==> config.mk <==
export PLATFORM = sky130hd
export DESIGN_NAME = bsg_cache_prefetch_dma
export DESIGN_NICKNAME = d
export VERILOG_FILES = /design/src/rtl/bsg_cache_prefetch_dma.sv
export SDC_FILE = /design/constraint.sdc
export NUM_CORES = 1
export LEC_CHECK = 0
export CORE_MARGIN = 2
export CORE_UTILIZATION = 49
export CTS_CLUSTER_DIAMETER = 50
export DETAILED_ROUTE_END_ITERATION = 8
export GPL_TIMING_DRIVEN = 0
export MAX_ROUTING_LAYER = met4
export PLACE_DENSITY = 0.81
export SLEW_MARGIN = 0
export SYNTH_ARGS = -nofsm -noshare
export SYNTH_HDL_FRONTEND = slang
export SYNTH_SLANG_ARGS = --single-unit
==> constraint.sdc <==
create_clock -name clk_i -period 2.7 [get_ports clk_i]
set_input_delay 0.405 -clock clk_i [delete_from_list [all_inputs] [get_ports clk_i]]
set_output_delay 0.405 -clock clk_i [all_outputs]
set_load 0.05 [all_outputs]
==> src/rtl/bsg_cache_prefetch_dma.sv <==
// Memory-side fill engine for the stream prefetcher: issues one line read per
// request, assembles the returned words and pulses the finished line back.
module bsg_cache_prefetch_dma #(
    parameter int addr_width_p          = 32,
    parameter int data_width_p          = 32,
    parameter int block_size_in_words_p = 8
) (
    input  logic                                          clk_i,
    input  logic                                          reset_i,
    input  logic                                          prefetch_req_v_i,
    input  logic [addr_width_p-1:0]                       prefetch_req_addr_i,
    input  logic                                          demand_busy_i,
    output logic                                          dma_busy_o,
    output logic                                          dma_pkt_v_o,
    output logic [addr_width_p-1:0]                       dma_pkt_addr_o,
    input  logic                                          dma_pkt_ready_i,
    input  logic                                          dma_data_v_i,
    input  logic [data_width_p-1:0]                       dma_data_i,
    output logic                                          dma_data_ready_o,
    output logic [data_width_p*block_size_in_words_p-1:0] prefetch_data_o,
    output logic                                          prefetch_data_v_o
);

    localparam int line_width_lp     = data_width_p * block_size_in_words_p;
    localparam int lg_line_bytes_lp  = $clog2(line_width_lp / 8);
    localparam int lg_words_lp       = $clog2(block_size_in_words_p);
    localparam logic [addr_width_p-1:0] line_mask_lp = {addr_width_p{1'b1}} << lg_line_bytes_lp;
    localparam logic [lg_words_lp-1:0]  last_word_lp = lg_words_lp'(block_size_in_words_p - 1);

    typedef enum logic [1:0] {e_idle, e_send, e_recv, e_done} state_e;

    state_e                    state_q, state_d;
    logic                      pend_v_q, pend_v_d;
    logic [addr_width_p-1:0]   pend_addr_q, pend_addr_d;
    logic [addr_width_p-1:0]   addr_q, addr_d;
    logic [lg_words_lp-1:0]    word_cnt_q, word_cnt_d;
    logic [line_width_lp-1:0]  line_q, line_d;
    logic [addr_width_p-1:0]   req_addr_aligned;

    // Masking the offset bits also keeps unknowns on them away from the outputs.
    assign req_addr_aligned = prefetch_req_addr_i & line_mask_lp;

    always_comb begin
        state_d           = state_q;
        pend_v_d          = pend_v_q;
        pend_addr_d       = pend_addr_q;
        addr_d            = addr_q;
        word_cnt_d        = word_cnt_q;
        line_d            = line_q;
        dma_pkt_v_o       = 1'b0;
        dma_data_ready_o  = 1'b0;
        prefetch_data_v_o = 1'b0;

        // Any request parks in the slot; a start this cycle clears it again below.
        if (prefetch_req_v_i) begin
            pend_v_d    = 1'b1;
            pend_addr_d = req_addr_aligned;
        end

        case (state_q)
            e_idle: begin
                if ((prefetch_req_v_i | pend_v_q) & ~demand_busy_i) begin
                    addr_d     = prefetch_req_v_i ? req_addr_aligned : pend_addr_q;
                    pend_v_d   = 1'b0;
                    word_cnt_d = '0;
                    state_d    = e_send;
                end
            end
            e_send: begin
                dma_pkt_v_o = 1'b1;
                if (dma_pkt_ready_i) begin
                    state_d = e_recv;
                end
            end
            e_recv: begin
                dma_data_ready_o = 1'b1;
                if (dma_data_v_i) begin
                    line_d[word_cnt_q*data_width_p +: data_width_p] = dma_data_i;
                    if (word_cnt_q == last_word_lp) begin
                        word_cnt_d = '0;
                        state_d    = e_done;
                    end else begin
                        word_cnt_d = word_cnt_q + 1'b1;
                    end
                end
            end
            e_done: begin
                prefetch_data_v_o = 1'b1;
                state_d           = e_idle;
            end
            default: state_d = e_idle;
        endcase
    end

    always_ff @(posedge clk_i) begin
        if (reset_i) begin
            state_q     <= e_idle;
            pend_v_q    <= 1'b0;
            pend_addr_q <= '0;
            addr_q      <= '0;
            word_cnt_q  <= '0;
            line_q      <= '0;
        end else begin
            state_q     <= state_d;
            pend_v_q    <= pend_v_d;
            pend_addr_q <= pend_addr_d;
            addr_q      <= addr_d;
            word_cnt_q  <= word_cnt_d;
            line_q      <= line_d;
        end
    end

    assign dma_pkt_addr_o  = addr_q;
    assign prefetch_data_o = line_q;
    assign dma_busy_o      = demand_busy_i | (state_q != e_idle) | pend_v_q;

endmodule
==> results_tabular.tex <==
\begin{tabular}{lr}
\hline
Metric & Value \\
\hline
\multicolumn{2}{l}{\textbf{Outcome}} \\
\quad Result of the run & completed \\
\multicolumn{2}{l}{\textbf{Yosys}} \\
\quad Library cell with the largest summed area after synthesis & sky130\_fd\_sc\_hd\_\_dfxtp\_1 \\
\quad FFs w/ async S/R, synth & 0\% \\
\quad Syn Std Cell Area & approximately 0.013 mm² \\
\quad Count of different cell masters after synthesis & 32 \\
\quad Number of nets in the synthesized netlist & around 1400 \\
\quad Top-area cell type share of the netlist area & around half \\
\quad Leading post-synthesis cells by instance count & sky130\_fd\_sc\_hd\_\_dfxtp\_1 (326), sky130\_fd\_sc\_hd\_\_mux2i\_1 (255), sky130\_fd\_sc\_hd\_\_nand2b\_1 (233) \\
\quad Main area contributors after synthesis & sky130\_fd\_sc\_hd\_\_dfxtp\_1 (49\%), sky130\_fd\_sc\_hd\_\_mux2i\_1 (19\%), sky130\_fd\_sc\_hd\_\_nand2b\_1 (11\%), sky130\_fd\_sc\_hd\_\_nand2\_1 (2.8\%), sky130\_fd\_sc\_hd\_\_a21oi\_1 (2.4\%) \\
\quad Most common cell in the netlist & sky130\_fd\_sc\_hd\_\_dfxtp\_1 \\
\quad Count of flip-flops with a built-in enable after synthesis & 0 \\
\quad Average cell area after synthesis & about 9.9 µm² \\
\quad Post-synthesis sequential area ratio & 48.87\% \\
\quad YS warnings & 0 \\
\quad Main flop type after synthesis & sky130\_fd\_sc\_hd\_\_dfxtp\_1 \\
\quad Flop and latch count out of synthesis & $\sim$330 \\
\quad Instance count of the mapped netlist & 1344 \\
\multicolumn{2}{l}{\textbf{Setup path}} \\
\quad Startpoint of the most critical register-to-register path & word\_cnt\_q[0] \\
\quad Kind of cell adding the most delay to the critical path & buffers and inverters \\
\quad Crit-path most repeated cell & sky130\_fd\_sc\_hd\_\_ha\_1 \\
\quad Worst path bufs/invs & 3 \\
\quad Slowest cell delay on critical path & between 0.6 and 0.7 ns \\
\quad R2r setup slk & between 0.01 and 0.015 ns \\
\quad Worst endpoint required time & 3.14 ns \\
\quad Type of destination of the critical path & flip-flop \\
\quad Worst path cell trace & buf\_2 -> inv\_1 -> ha\_1 -> ha\_1 -> nor4\_2 -> clkbuf\_1 -> nand3\_1 -> mux2i\_1 \\
\quad Critical path class & reg -> reg \\
\quad Category of the worst setup path launch point & flip-flop \\
\quad Number of cells on the worst reg-to-reg path & 8 \\
\quad Highest fanout seen on the critical path & 10 \\
\quad Worst-path cell with the longest stage delay & sky130\_fd\_sc\_hd\_\_nor4\_2 \\
\quad Capturing point of the worst reg2reg path & prefetch\_data\_o[158] \\
\quad Worst EP arrival & 3.12 ns \\
\multicolumn{2}{l}{\textbf{Global route}} \\
\quad Largest net degree at the start of global routing & 14 \\
\quad First-pass GRT wire length & between 60000 and 70000 µm \\
\quad Global routing met3 resource utilization & under 10\% \\
\quad Global-route met1 utilization & 36.10\% \\
\quad Vias in the first global route & about 12000 \\
\quad Most used routing layer in global routing & met2 \\
\quad GRT Overall Usage & 29.76\% \\
\quad Met2 usage & between 40\% and 50\% \\
\quad Sum of overflow across all layers after global routing & 0 \\
\quad Initial antenna violation count & 2 \\
\multicolumn{2}{l}{\textbf{Finish}} \\
\quad Post-route standard cell area excluding fillers & around 0.019 mm² \\
\quad Fraction of final layout cells with drive strength greater than 1 & under 10\% \\
\quad Final nets & 1818 \\
\quad Area growth syn-to-layout & 38.74\% \\
\multicolumn{2}{l}{\textbf{Detailed routing}} \\
\quad Average vias per placed instance & 5.415 \\
\quad Count of TritonRoute iterations in the first routing pass & 6 \\
\quad DRC violations left & 0 \\
\quad Number of design-rule violations left by the first detailed-router iteration & about 760 \\
\quad Antenna-violating nets left & 0 \\
\quad Number of vias after detailed routing & between 10000 and 15000 \\
\quad Routed wire length & 42840 µm \\
\quad Mean routed wirelength per cell & around 20 µm \\
\multicolumn{2}{l}{\textbf{Floorplanning}} \\
\quad Floorplan Core Area & $\sim$0.027 mm² \\
\quad I/O pin count & roughly 360 \\
\quad Vertical die dimension & 169.1 µm \\
\quad Horizontal extent of the die & around 170 µm \\
\quad Number of cell rows & 60 \\
\quad Initial standard-cell utilization of the core & about half \\
\quad Die footprint & around 0.029 mm² \\
\multicolumn{2}{l}{\textbf{CTS}} \\
\quad Worst-Skew Late Latency & $\sim$0.52 ns \\
\quad CTS max path bufs & 3 \\
\quad Buffers inserted by post-CTS timing repair & 0 \\
\quad Clock transition at the registers of the reported paths & approximately 0.06 ns \\
\quad CTS Buf Count & 36 \\
\quad H-tree levels & 2 \\
\quad Number of sinks driven by the clock tree & 326 \\
\quad CTS tree & built \\
\quad Root Buffer Master & sky130\_fd\_sc\_hd\_\_clkbuf\_16 \\
\multicolumn{2}{l}{\textbf{STA}} \\
\quad Slew at the pin closest to its max-slew limit & 0.7304 ns \\
\quad Period utilisation layout & 99.51\% \\
\quad RSZ-0062 raised after global routing & yes \\
\quad Max-slew violation count & 0 \\
\quad Fin Clk Skew & about 0.019 ns \\
\quad Final setup violation count & 0 \\
\quad Final Critical Period & 2.687 ns \\
\quad Count of endpoints failing hold in the final timing report & 0 \\
\quad Hold WS & a little under 0.4 ns \\
\quad Fmax & about 0.37 GHz \\
\quad Slew HR & between 50\% and 60\% \\
\multicolumn{2}{l}{\textbf{Pwr}} \\
\quad Cell Int Power & approximately 8.5 mW \\
\quad Sequential Power Share & around two fifths \\
\quad Net switching share of the total power & 30.02\% \\
\quad Power spent charging and discharging nets & about 3.7 mW \\
\quad Power per Cell Area & $\sim$660 mW/mm² \\
\quad Leakage component of the power & a little over 7 nW \\
\quad Worst ir drop on vdd & 0.6049 mV \\
\quad Combinational fraction of design power & between 10\% and 20\% \\
\quad Fraction of power consumed by the clock network & 39.1\% \\
\multicolumn{2}{l}{\textbf{Hold path}} \\
\quad Critical hold path startpoint & reset\_i \\
\quad Worst Hold End & prefetch\_data\_o[255] \\
\quad Hold path cells & 4 \\
\quad Type of the most critical hold path & in -> reg \\
\multicolumn{2}{l}{\textbf{Placement}} \\
\quad Input/output buffers & $\sim$360 \\
\quad Total placed instance area & roughly 0.017 mm² \\
\quad Final HPWL DP & 32520 µm \\
\quad RD Place Congestion & around 0.87 \\
\multicolumn{2}{l}{\textbf{Job}} \\
\quad Max\_cap viols & 0 \\
\hline
\end{tabular}
==> worst register-to-register path, delay by kind of cell, from the launching register on <==
kind | cells | cell delay [ns]
buffers and inverters | 3 | 0.78
and+or+nand+nor | 2 | 0.76
adders and majority gates | 2 | 0.55
DFF | 1 | 0.38
muxes | 1 | 0.15
==> power groups by stage <==
| stage | combinational (mW) | clock (mW) | sequential, mW |
|---|---|---|---|
| floorplan | 1.00 | 0 | 5.68 |
| global placement | 2.25 | 0 | 5.21 |
| detailed placement | 2.27 | 0 | 5.21 |
| CTS | 2.29 | 4.83 | 5.11 |
| global route | 2.47 | 5.04 | 5.13 |
| finish | 2.31 | 4.77 | 5.12 |
==> placed cells by master, fill, tap and decap left out, types with 2 or more instances in the layout <==
master / n
sky130_fd_sc_hd__a211oi_1: 28
sky130_fd_sc_hd__a21oi_1: 65
sky130_fd_sc_hd__and3b_1: 2
sky130_fd_sc_hd__buf_1: 2
sky130_fd_sc_hd__buf_2: 22
sky130_fd_sc_hd__buf_4: 9
sky130_fd_sc_hd__buf_6: 3
sky130_fd_sc_hd__clkbuf_1: 83
sky130_fd_sc_hd__clkbuf_16: 37
sky130_fd_sc_hd__clkbuf_2: 9
sky130_fd_sc_hd__clkbuf_8: 5
sky130_fd_sc_hd__clkdlybuf4s50_1: 354
sky130_fd_sc_hd__clkinv_2: 4
sky130_fd_sc_hd__clkinvlp_4: 2
sky130_fd_sc_hd__dfxtp_1: 326
sky130_fd_sc_hd__diode_2: 3
sky130_fd_sc_hd__ha_1: 11
sky130_fd_sc_hd__inv_1: 6
sky130_fd_sc_hd__inv_6: 4
sky130_fd_sc_hd__mux2i_1: 255
sky130_fd_sc_hd__nand2_1: 98
sky130_fd_sc_hd__nand2b_1: 232
sky130_fd_sc_hd__nand3_1: 35
sky130_fd_sc_hd__nand3b_1: 3
sky130_fd_sc_hd__nand4_1: 32
sky130_fd_sc_hd__nand4b_1: 5
sky130_fd_sc_hd__nor2_1: 31
sky130_fd_sc_hd__nor2_2: 3
sky130_fd_sc_hd__nor2b_1: 35
sky130_fd_sc_hd__nor3b_1: 5
sky130_fd_sc_hd__nor3b_2: 2
sky130_fd_sc_hd__o21ai_0: 5
sky130_fd_sc_hd__o31ai_1: 33
sky130_fd_sc_hd__or3_1: 4
==> through the flow <==
stage | std cells | utilization [%] | power (mW) | worst slack, ns | TNS, ns
after floorplan | 1344 | - | 6.688 | 0.4743 | 0
after global placement | 2040 | 64.50 | 7.455 | -0.1941 | -5.812
after detailed placement | 2040 | 64.50 | 7.484 | -0.2214 | -8.622
after CTS | 2104 | 68.83 | 12.23 | 0.008671 | 0
after global routing | 2106 | 68.93 | 12.63 | -0.1270 | -3.719
final | 2107 | 68.94 | 12.20 | 0.01319 | 0
==> cell type report <==
type                    count  area [µm²]
repair buffers            355        3548
flip-flops and latches    326        6526
fillers                  2078        8348
diodes                      3       7.507
clock buffers              52        1032
inverters                   6       22.52
well taps                 341       426.7
clock inverters            12       111.4
plain buffers             118       540.5
multi-input cells         894        6312
==> repair_timing <==
item | CTS | global route
setup endpoints to repair | 108 | 240
gates resized for setup | 10 | 21
gates cloned | 0 | 0
hold buffers | 0 | 0
==> cells by family after synthesis <==
family,Yosys count,share of synthesized area [%]
simple gates,494,20.64
fa+ha+maj,11,1.031
flops,326,48.87
mux,255,19.11
compound gates,134,6.240
buf+inv,124,4.104
==> worst max-delay path by stage <==
stage,start,endpoint,cells after the start
after floorplan,state_q[0],prefetch_data_o[130],8
after global placement,demand_busy_i,dma_busy_o,6
after detailed placement,word_cnt_q[0],prefetch_data_o[209],7
after CTS,state_q[0],dma_busy_o,7
after global routing,word_cnt_q[0],prefetch_data_o[209],7
final,word_cnt_q[0],prefetch_data_o[158],8
==> sequential cells by signal, summed over array words and instances (netlist names) <==
name             count
dma_pkt_addr_o      32
word_cnt_q           3
state_q              2
pend_v_q             1
prefetch_data_o    256
pend_addr_q         32
==> per-layer routing <==
layer	routed length, µm	share of wire [%]
met1	17890	42
met2	20230	47
met3	3398	7.9
met4	1327	3.1
met5	0	0
(Power assumes the default switching activity.)
